<file path="src/rtl/phy_tx_lane_sched.sv">
// -----------------------------------------------------------------------------
// phy_tx_lane_sched
//
// Purpose:
//   Scheduler in front of the PHY TX datapath. NUM_REQ show-ahead requester
//   FIFOs share the two TX lanes. A round-robin arbiter picks one non-empty
//   requester per cycle and pops it combinationally. The granted word is
//   registered one cycle later onto lane 0 or lane 1, and the lanes are used
//   alternately. Traffic is throttled with high/low watermarks on the
//   downstream buffer occupancy. Start-up is sequenced by a
//   RESET/INIT/IDLE/ACTIVE state machine.
//
// Configuration macro:
//   TX_SCHED_PRIO0_EN - when defined, requester 0 has strict priority over the
//                       round-robin order. The pointer advances only on grants
//                       to other requesters.
//
// Ports:
//   clk_2f          in   single rising-edge clock
//   reset           in   synchronous, active-high reset
//   init            in   re-enter INIT and relatch thresholds
//   umbral_alto_in  in   pause threshold (high watermark)
//   umbral_bajo_in  in   resume threshold (low watermark)
//   tx_fill         in   downstream buffer occupancy
//   req_empty       in   per-requester FIFO empty flags
//   req_data        in   FIFO head words, requester i at [i*DATA_W +: DATA_W]
//   req_pop         out  one-hot pop, same cycle as the grant
//   data_out_0/1    out  lane 0 / lane 1 words
//   valid_out_0/1   out  lane 0 / lane 1 valid strobes
//   state           out  RESET=0, INIT=1, IDLE=2, ACTIVE=3
//   umbral_alto_out out  latched high threshold
//   umbral_bajo_out out  latched low threshold
//   paused          out  throttle active
//   idle_out        out  high while in IDLE
// -----------------------------------------------------------------------------
module phy_tx_lane_sched #(
  parameter int DATA_W  = 8,
  parameter int NUM_REQ = 4,
  parameter int TH_W    = 3
) (
  input  logic                      clk_2f,
  input  logic                      reset,
  input  logic                      init,
  input  logic [TH_W-1:0]           umbral_alto_in,
  input  logic [TH_W-1:0]           umbral_bajo_in,
  input  logic [TH_W-1:0]           tx_fill,
  input  logic [NUM_REQ-1:0]        req_empty,
  input  logic [NUM_REQ*DATA_W-1:0] req_data,
  output logic [NUM_REQ-1:0]        req_pop,
  output logic [DATA_W-1:0]         data_out_0,
  output logic                      valid_out_0,
  output logic [DATA_W-1:0]         data_out_1,
  output logic                      valid_out_1,
  output logic [1:0]                state,
  output logic [TH_W-1:0]           umbral_alto_out,
  output logic [TH_W-1:0]           umbral_bajo_out,
  output logic                      paused,
  output logic                      idle_out
);

  localparam int PTR_W = (NUM_REQ > 1) ? $clog2(NUM_REQ) : 1;
  localparam logic [PTR_W:0]   NUM_REQ_EXT = (PTR_W + 1)'(NUM_REQ);
  localparam logic [PTR_W-1:0] LAST_IDX    = PTR_W'(NUM_REQ - 1);

  typedef enum logic [1:0] {
    ST_RESET  = 2'd0,
    ST_INIT   = 2'd1,
    ST_IDLE   = 2'd2,
    ST_ACTIVE = 2'd3
  } state_t;

  state_t              r_state;
  state_t              w_state_next;
  logic [PTR_W-1:0]    r_ptr;
  logic                r_lane_sel;
  logic                r_paused;
  logic                w_paused_next;
  logic [TH_W-1:0]     r_alto;
  logic [TH_W-1:0]     r_bajo;
  logic [DATA_W-1:0]   r_data0;
  logic [DATA_W-1:0]   r_data1;
  logic                r_valid0;
  logic                r_valid1;
  logic                r_idle;

  logic                w_any_req;
  logic                w_grant;
  logic [PTR_W-1:0]    w_rr_win;
  logic [PTR_W-1:0]    w_win;
  logic                w_ptr_upd;
  logic [PTR_W-1:0]    w_win_inc;
  logic [NUM_REQ-1:0]  w_pop;
  logic [DATA_W-1:0]   w_win_data;

  // Round-robin pick. The request vector is rotated right by the pointer, so
  // the lowest set bit of the rotated vector is the first non-empty requester
  // at or after the pointer. Adding the pointer back gives the absolute index.
  function automatic logic [PTR_W-1:0] rr_pick(
    input logic [NUM_REQ-1:0] nonempty,
    input logic [PTR_W-1:0]   ptr
  );
    logic [2*NUM_REQ-1:0] dbl;
    logic [NUM_REQ-1:0]   rot;
    logic [PTR_W-1:0]     off;
    logic [PTR_W:0]       sum;
    dbl = {nonempty, nonempty} >> ptr;
    rot = dbl[NUM_REQ-1:0];
    off = '0;
    // Scan downwards so that the lowest set bit is the last one written.
    for (int k = NUM_REQ - 1; k >= 0; k--) begin
      if (rot[k]) begin
        off = PTR_W'(k);
      end
    end
    sum = {1'b0, ptr} + {1'b0, off};
    if (sum >= NUM_REQ_EXT) begin
      sum = sum - NUM_REQ_EXT;
    end
    return sum[PTR_W-1:0];
  endfunction

  assign w_any_req = ~&req_empty;
  assign w_rr_win  = rr_pick(~req_empty, r_ptr);

  // A grant requires ACTIVE state, no throttle, and no pending init.
  // A requester that empties in the same cycle is still granted, because the
  // word being popped is the one at its head.
  assign w_grant = (r_state == ST_ACTIVE) && !r_paused && !init && w_any_req;

  // Winner selection: round-robin, optionally overridden by strict priority
  // for requester 0.
  always_comb begin
    w_win     = w_rr_win;
    w_ptr_upd = 1'b1;
`ifdef TX_SCHED_PRIO0_EN
    if (!req_empty[0]) begin
      w_win     = '0;
      w_ptr_upd = 1'b0;
    end else begin
      w_win     = w_rr_win;
      w_ptr_upd = 1'b1;
    end
`else
    w_win     = w_rr_win;
    w_ptr_upd = 1'b1;
`endif
  end

  assign w_win_inc = (w_win == LAST_IDX) ? '0 : (w_win + PTR_W'(1));

  // One-hot pop decode and head-word mux for the winner.
  always_comb begin
    w_pop      = '0;
    w_win_data = '0;
    for (int k = 0; k < NUM_REQ; k++) begin
      w_pop[k] = w_grant && (w_win == PTR_W'(k));
      if (w_win == PTR_W'(k)) begin
        w_win_data = req_data[k*DATA_W +: DATA_W];
      end else begin
        w_win_data = w_win_data;
      end
    end
  end

  assign req_pop = w_pop;

  // FSM next-state logic. INIT always lasts exactly one cycle.
  always_comb begin
    w_state_next = r_state;
    case (r_state)
      ST_RESET: begin
        w_state_next = ST_INIT;
      end
      ST_INIT: begin
        w_state_next = ST_IDLE;
      end
      ST_IDLE: begin
        if (init) begin
          w_state_next = ST_INIT;
        end else if (w_any_req) begin
          w_state_next = ST_ACTIVE;
        end else begin
          w_state_next = ST_IDLE;
        end
      end
      ST_ACTIVE: begin
        if (init) begin
          w_state_next = ST_INIT;
        end else if (!w_any_req) begin
          w_state_next = ST_IDLE;
        end else begin
          w_state_next = ST_ACTIVE;
        end
      end
      default: begin
        w_state_next = ST_RESET;
      end
    endcase
  end

  // FSM state register and the IDLE flag, which is registered from the
  // next state so that it lines up with the state output.
  always_ff @(posedge clk_2f) begin
    if (reset) begin
      r_state <= ST_RESET;
      r_idle  <= 1'b0;
    end else begin
      r_state <= w_state_next;
      r_idle  <= (w_state_next == ST_IDLE);
    end
  end

  // Threshold latch. An inverted or degenerate pair (alto <= bajo) would make
  // the hysteresis meaningless, so it falls back to the widest window.
  always_ff @(posedge clk_2f) begin
    if (reset) begin
      r_alto <= '0;
      r_bajo <= '0;
    end else if (r_state == ST_INIT) begin
      if (umbral_alto_in > umbral_bajo_in) begin
        r_alto <= umbral_alto_in;
        r_bajo <= umbral_bajo_in;
      end else begin
        r_alto <= '1;
        r_bajo <= '0;
      end
    end else begin
      r_alto <= r_alto;
      r_bajo <= r_bajo;
    end
  end

  // Throttle next value with hysteresis. A pending init forces it clear, so
  // init wins over a simultaneous pause condition.
  always_comb begin
    w_paused_next = r_paused;
    if ((r_state == ST_RESET) || (r_state == ST_INIT) || init) begin
      w_paused_next = 1'b0;
    end else if (tx_fill >= r_alto) begin
      w_paused_next = 1'b1;
    end else if (tx_fill <= r_bajo) begin
      w_paused_next = 1'b0;
    end else begin
      w_paused_next = r_paused;
    end
  end

  // Throttle register.
  always_ff @(posedge clk_2f) begin
    if (reset) begin
      r_paused <= 1'b0;
    end else begin
      r_paused <= w_paused_next;
    end
  end

  // Round-robin pointer. It survives INIT so that arbitration fairness is
  // kept across threshold reloads, and it is cleared only by reset.
  always_ff @(posedge clk_2f) begin
    if (reset) begin
      r_ptr <= '0;
    end else if (w_grant && w_ptr_upd) begin
      r_ptr <= w_win_inc;
    end else begin
      r_ptr <= r_ptr;
    end
  end

  // Lane output registers. The granted word goes onto the lane chosen by
  // lane_sel; the idle lane keeps its last data with valid low.
  always_ff @(posedge clk_2f) begin
    if (reset) begin
      r_data0    <= '0;
      r_data1    <= '0;
      r_valid0   <= 1'b0;
      r_valid1   <= 1'b0;
      r_lane_sel <= 1'b0;
    end else begin
      r_valid0 <= w_grant && !r_lane_sel;
      r_valid1 <= w_grant && r_lane_sel;
      if (w_grant) begin
        if (r_lane_sel) begin
          r_data1 <= w_win_data;
          r_data0 <= r_data0;
        end else begin
          r_data0 <= w_win_data;
          r_data1 <= r_data1;
        end
        r_lane_sel <= ~r_lane_sel;
      end else if (r_state == ST_INIT) begin
        r_data0    <= r_data0;
        r_data1    <= r_data1;
        r_lane_sel <= 1'b0;
      end else begin
        r_data0    <= r_data0;
        r_data1    <= r_data1;
        r_lane_sel <= r_lane_sel;
      end
    end
  end

  assign data_out_0      = r_data0;
  assign valid_out_0     = r_valid0;
  assign data_out_1      = r_data1;
  assign valid_out_1     = r_valid1;
  assign state           = r_state;
  assign umbral_alto_out = r_alto;
  assign umbral_bajo_out = r_bajo;
  assign paused          = r_paused;
  assign idle_out        = r_idle;

endmodule

</file>
<file path="config.mk">
export PLATFORM = sky130hd
export DESIGN_NAME = phy_tx_lane_sched
export DESIGN_NICKNAME = d
export VERILOG_FILES = /design/src/rtl/phy_tx_lane_sched.sv
export SDC_FILE = /design/constraint.sdc
export NUM_CORES = 1
export LEC_CHECK = 0
export BUFFER_PORTS_ARGS = -buffer_cell sky130_fd_sc_hd__buf_2
export CORE_UTILIZATION = 47
export DETAILED_ROUTE_END_ITERATION = 7
export MAX_ROUTING_LAYER = met4
export PLACE_DENSITY = 0.76
export SLEW_MARGIN = 10
export SYNTH_ARGS = -nofsm -noshare
export SYNTH_HDL_FRONTEND = slang
export SYNTH_SLANG_ARGS = --single-unit
</file>
<file path="constraint.sdc">
create_clock -name clk_2f -period 3.1 [get_ports clk_2f]
set_input_delay 0.465 -clock clk_2f [delete_from_list [all_inputs] [get_ports clk_2f]]
set_output_delay 0.465 -clock clk_2f [all_outputs]
set_load 0.02 [all_outputs]
</file>
=== Word level (Yosys, flattened, before mapping) ===
Cells that the tools add are included.
Widths: inputs -> output; s select.

* Eq/ne operators: 7
* Shift-type cells: 1
* Bitwise operators: 2
* Multiplexer cells: 19
* Magnitude comparators: 4
* $add $sub $neg: 3
* Reduce and logical (&&, ||, !) cells: 24

{| class="wikitable"
|+ Operators with widths
! cell !! count
|-
| $mux 8 || 4
|-
| $mux 2 || 7
|-
| $eq 2x2->1 const B || 5
|-
| $logic_and 1x1->1 || 9
|-
| $shr 8x2->4 || 1
|-
| $mux 3 || 2
|-
| $pmux 2 s3 || 1
|-
| $mux 1 || 5
|-
| $eq 2x1->1 const B || 2
|-
| $logic_not 1->1 || 4
|-
| $logic_not 2->1 || 2
|-
| $not 4->4 || 1
|-
| $reduce_and 2->1 || 2
|-
| $reduce_and 4->1 || 1
|-
| $reduce_bool 2->1 || 2
|-
| $reduce_or 2->1 || 2
|-
| $add 2x2->3 || 1
|-
| $ge 3x3->1 || 1
|-
| $ge 3x3->1 const B || 1
|-
| $gt 3x3->1 || 1
|-
| $le 3x3->1 || 1
|-
| $add 2x1->2 const B || 1
|-
| $logic_or 1x1->1 || 2
|-
| $sub 2x1->2 const B || 1
|-
| $not 1->1 || 1
|}

* Output and inout bits: 32
* Register bits: 31
* Word-level logic and storage cells: 71

=== Depth between registers and ports, before layout ===
* Depth after elaboration: 14
* Mapped depth: 16
* Gate-level depth less buffers: 14

=== Least setup slack after synthesis ===
No wires, ideal clock.

* Path type: input to output
* Start: input port req_empty[3]
* End: output port req_pop[3]
* Required time: 2635 ps
* Cell stages on the path: 12
* Path slack: 314 ps
* Buffers on the path: 1
* Arrival: 2321 ps
* Cells stage by stage: buf_4 > nor2_1 > nand2_1 > o211ai_1 > o21ai_0 > nand3b_1 > ha_1 > xor2_1 > xor2_1 > ha_1 > clkinv_1 > nor2_1

* Cells in the longest elaborated chain, start to end: 11

{| class="wikitable"
|+ Ends and longest elaborated chain
! what !! line !! RTL
|-
| from (decl) || 47 || <nowiki>input logic [NUM_REQ-1:0] req_empty,</nowiki>
|-
| $not 4->4 || 123 || <nowiki>assign w_rr_win = rr_pick(~req_empty, r_ptr);</nowiki>
|-
| $shr 8x2->4 || 106 || <nowiki>dbl = {nonempty, nonempty} >> ptr;</nowiki>
|-
| $mux 2 (4 in a row) || 111 || <nowiki>if (rot[k]) begin</nowiki>
|-
| $add 2x2->3 || 115 || <nowiki>sum = {1'b0, ptr} + {1'b0, off};</nowiki>
|-
| $ge 3x3->1 or $sub 2x1->2 (tied branches) || 116, 117 ||
|-
| $mux 2 || 116 || <nowiki>if (sum >= NUM_REQ_EXT) begin</nowiki>
|-
| $eq 2x2->1 || 156 || <nowiki>w_pop[k] = w_grant && (w_win == PTR_W'(k));</nowiki>
|-
| $logic_and 1x1->1 * || 156 ||
|-
| to (decl) || 49 || <nowiki>output logic [NUM_REQ-1:0] req_pop,</nowiki>
|}

Every way passes the cells marked *; elsewhere a longest branch is shown, timed or not.

=== Worst setup path after layout ===
* Start: register r_ptr[0]
* End: output port req_pop[0]

* Cells in the longest elaborated chain, start to end: 10

{| class="wikitable"
|+ Ends and longest elaborated chain
! what !! line !! RTL
|-
| from (decl) || 74 || <nowiki>logic [PTR_W-1:0] r_ptr;</nowiki>
|-
| from (signal assigned) || 263 || <nowiki>r_ptr <= w_win_inc;</nowiki>
|-
| from (signal assigned) || 265 || <nowiki>r_ptr <= r_ptr;</nowiki>
|-
| $shr 8x2->4 || 106 ||
|-
| $mux 2 (4 in a row) || 111 ||
|-
| $add 2x2->3 * || 115 ||
|-
| $ge 3x3->1 or $sub 2x1->2 (tied branches) || 116, 117 ||
|-
| $mux 2 * || 116 ||
|-
| $logic_not 2->1 * || 156 ||
|-
| $logic_and 1x1->1 * || 156 ||
|}

Marked as above.

==> metrics.md <==
| Metric | Value |
|---|---|
| Synth Area per Inst | `8.05 µm²` |
| Warnings, synthesis | `0` |
| Final slew viol count | `0` |
| Final min period | `slightly below 3 ns` |
| Post-Synthesis Cells | `224` |
| Clk_skew | `0.00218 ns` |
| Filler cell count | `331` |
| DRC viols | `0` |
| Routed length per instance | `11.8 µm` |
| Via count | `approximately 1800` |
| Fin. Hold Viols | `0` |
| F_max | `344 MHz` |
| Largest net degree at the start of global routing | `32` |
| Seq/Total Area, Yosys | `0.344` |
| Antenna cell count | `0` |
| Hpwl dp | `3210 µm` |
| Clock slew at reported path FFs | `0.06 ns` |
| Netlist cell types | `40` |
| Vias in the first global route | `approximately 1700` |
| Worst Path Class, Setup | `reg -> out` |
| First-pass DRT Iterations | `4` |
| RSZ-0062 raised after global routing | `true` |
| All-layer global routing usage | `0.217` |
| Initial drt markers | `100` |
| Initial Utilization | `0.493` |
| Crit-path most repeated cell | `ha_1` |
| Worst-margin pin slew | `0.530 ns` |
| IO Count | `80` |
| CTS tree | `done` |
| WL final | `around 4000 µm` |
| Crit-path max cell delay | `0.42 ns` |
| WHS Path Cells | `3` |
| Inserted Clock Buffers | `5` |
| Peak supply drop | `0.303 mV` |
| IO buf count | `approximately 80` |
| CTS Sinks | `31` |
| Max Root-Sink Buffers | `2` |
| Core Region | `3660 µm²` |
| Die area | `4090 µm²` |
| Synthesized area | `1800 µm²` |
| Routed Antenna Nets | `0` |
| Multi-input gate area | `1080 µm²` |
| Path type of the worst min-delay path | `in -> reg` |
| Initial antenna violation count | `0` |
| Final period util | `0.938` |
| Startpoint Class | `flop` |
| Outcome | `finished, final reports clean` |
| CP required | `between 2 and 3 ns` |
| Crit-path max FO | `11` |
| Clock Latency Late Sink | `roughly 0.27 ns` |
| Clock Root Buffer | `clkbuf_8` |
| Reg2reg path depth | `13` |
| H-tree depth | `2` |
| Vert. Die Dim | `64.0 µm` |
| Leakage | `1.11 nW` |
| # hold bufs at CTS | `0` |
| Cell breakdown of the critical path | `nor2_1 -> o2bb2ai_1 -> o21ai_0 -> nand3b_1 -> ha_1 -> xor2_2 -> xnor2_1 -> ha_1 -> and2_1 -> buf_2` |
| Hold slack | `0.453 ns` |
| Flops & latches, synth | `31` |
| CP Data Arrival Time | `2.44 ns` |
| Power per Cell Area | `between 400 and 500 nW/µm²` |
| First-pass GRT wire length | `6800 µm` |
| Number of instances in the placed design | `340` |
| GRT overflow | `0` |
| Final setup fails | `0` |
| Fin nets | `361` |
| Reg area | `622 µm²` |
| CP Capture Type | `primary output` |
| RD Place Congestion | `0.783` |
| DP Area | `2200 µm²` |
| Vias per std cell | `5.25` |
| Non-Filler Instances | `348` |
| Critical path's slowest cell | `dfxtp_2` |
| Area delta synth->final | `27.3%` |
| Max cap viols | `0` |
| Die W | `64.0 µm` |
| Fin area | `2300 µm²` |
| Layout cells sized above 1 | `0.317` |
| Num rows | `22` |
| Synthesized Nets | `286` |
| Rel. slew slack | `0.645` |
-- cell usage after synthesis (all sizes together) --
master / number / area share
a32oi: 1 / 0.0049
o31ai: 1 / 0.0042
nor2b: 5 / 0.017
a22o: 1 / 0.0049
xnor2: 1 / 0.0049
buf: 5 / 0.024
o21ai: 5 / 0.014
o2bb2ai: 1 / 0.0049
a311oi: 1 / 0.0049
o22ai: 7 / 0.024
nor3: 1 / 0.0028
nand4b: 2 / 0.0097
and2: 3 / 0.010
a31oi: 8 / 0.028
nand3: 6 / 0.017
nand3b: 9 / 0.037
a21oi: 17 / 0.047
xor2: 2 / 0.0097
clkbuf: 8 / 0.017
and4b: 1 / 0.0055
o211ai: 2 / 0.0083
mux2i: 7 / 0.039
nand2b: 5 / 0.019
nand4: 3 / 0.014
inv: 10 / 0.021
clkinv: 1 / 0.0021
dfxtp: 31 / 0.34
a211oi: 2 / 0.0083
a21o: 2 / 0.0083
nor2: 19 / 0.040
nand2: 39 / 0.090
or3b: 1 / 0.0049
a221oi: 2 / 0.0097
o21a: 1 / 0.0042
ha: 14 / 0.097
-- metal layers --
layer,up-vias,share of wire,GRT usage
li1,934,-,-
met1,827,0.43,0.232
met2,62,0.50,0.390
met3,4,0.063,0.0536
met4,0,0.0061,0.0653
met5,-,0,-
-- critical path, delay by kind of cell (launching register included) --
kind	cells	cell delay (ns)
AO/OA/AOI/OAI	2	0.27
flip-flops	1	0.42
AND/OR/NAND/NOR	3	0.34
XOR/XNOR	2	0.40
buffers and inverters	1	0.16
adder cells (fa/ha/maj)	2	0.59
-- where the power goes --
part           leakage, nW  switching [mW]  total, mW  internal, mW
clock network       0.0422           0.135      0.293         0.157
logic                0.816           0.124      0.215        0.0908
registers            0.252         0.00964      0.421         0.411
total                 1.11           0.269      0.928         0.659
-- layout make-up --
cell class | count | share of cell area
inverter | 11 | 0.0180
multi-input combinational | 169 | 0.471
timing repair buffer | 81 | 0.179
clock buffer | 7 | 0.0332
tap | 48 | 0.0261
sequential | 31 | 0.271
clock inverter | 1 | 0.00218
-- path summary, 6_finish.rpt --
check | startpoint | to | slack (ns)
hold reg to reg | data_out_0[3] | data_out_0[3] | 0.45
setup reg to reg | r_ptr[0] | data_out_1[7] | 0.41
hold / removal | umbral_bajo_in[0] | umbral_bajo_out[0] | 0.45
setup / recovery | r_ptr[0] | req_pop[0] | 0.19
-- layout by cell type, fill, tap and decap left out, types with 5 or more instances in the layout --
master    synthesis  layout
a21oi_1          17      17
a31oi_1           8       8
buf_2             1      79
clkbuf_8          0       5
dfxtp_1          31      30
ha_1             14      12
inv_1            10      10
mux2i_1           7       7
nand2_1          38      38
nand3_1           6       6
nand3b_1          9       9
nor2_1           19      19
nor2b_1           5       5
o21ai_0           5       5
o22ai_1           7       7
-- sequential cells by signal, summed over array words and instances (netlist names), 2 cells and up --
register / count
data_out_0: 8
data_out_1: 8
umbral_alto_out: 3
umbral_bajo_out: 3
r_ptr: 2
state: 2
-- cell families after synthesis --
family	Yosys count	share of synthesized area
AOI/OAI and AO/OA	51	0.175
xor gates and xnor gates	3	0.0146
adders and majority gates	14	0.0971
buffers and inverters	24	0.0631
DFF	31	0.344
muxes	7	0.0388
and+or+nand+nor	94	0.267
-- metrics by stage --
step                worst slack [ns]  power [mW]   util  setup TNS [ns]
floorplan                      0.314       0.569      -               0
global placement               0.212       0.639  0.602               0
detailed placement             0.136       0.643  0.602               0
CTS                           0.0641       0.936  0.624               0
global route                 -0.0603       0.984  0.627          -0.113
finish                         0.192       0.928  0.627               0
-- what timing repair did --
action,in CTS,in global routing
gates resized for setup,1,3
pin swaps,0,0
setup endpoints to repair,1,18
setup buffers,0,0
(Power assumes the default switching activity.)
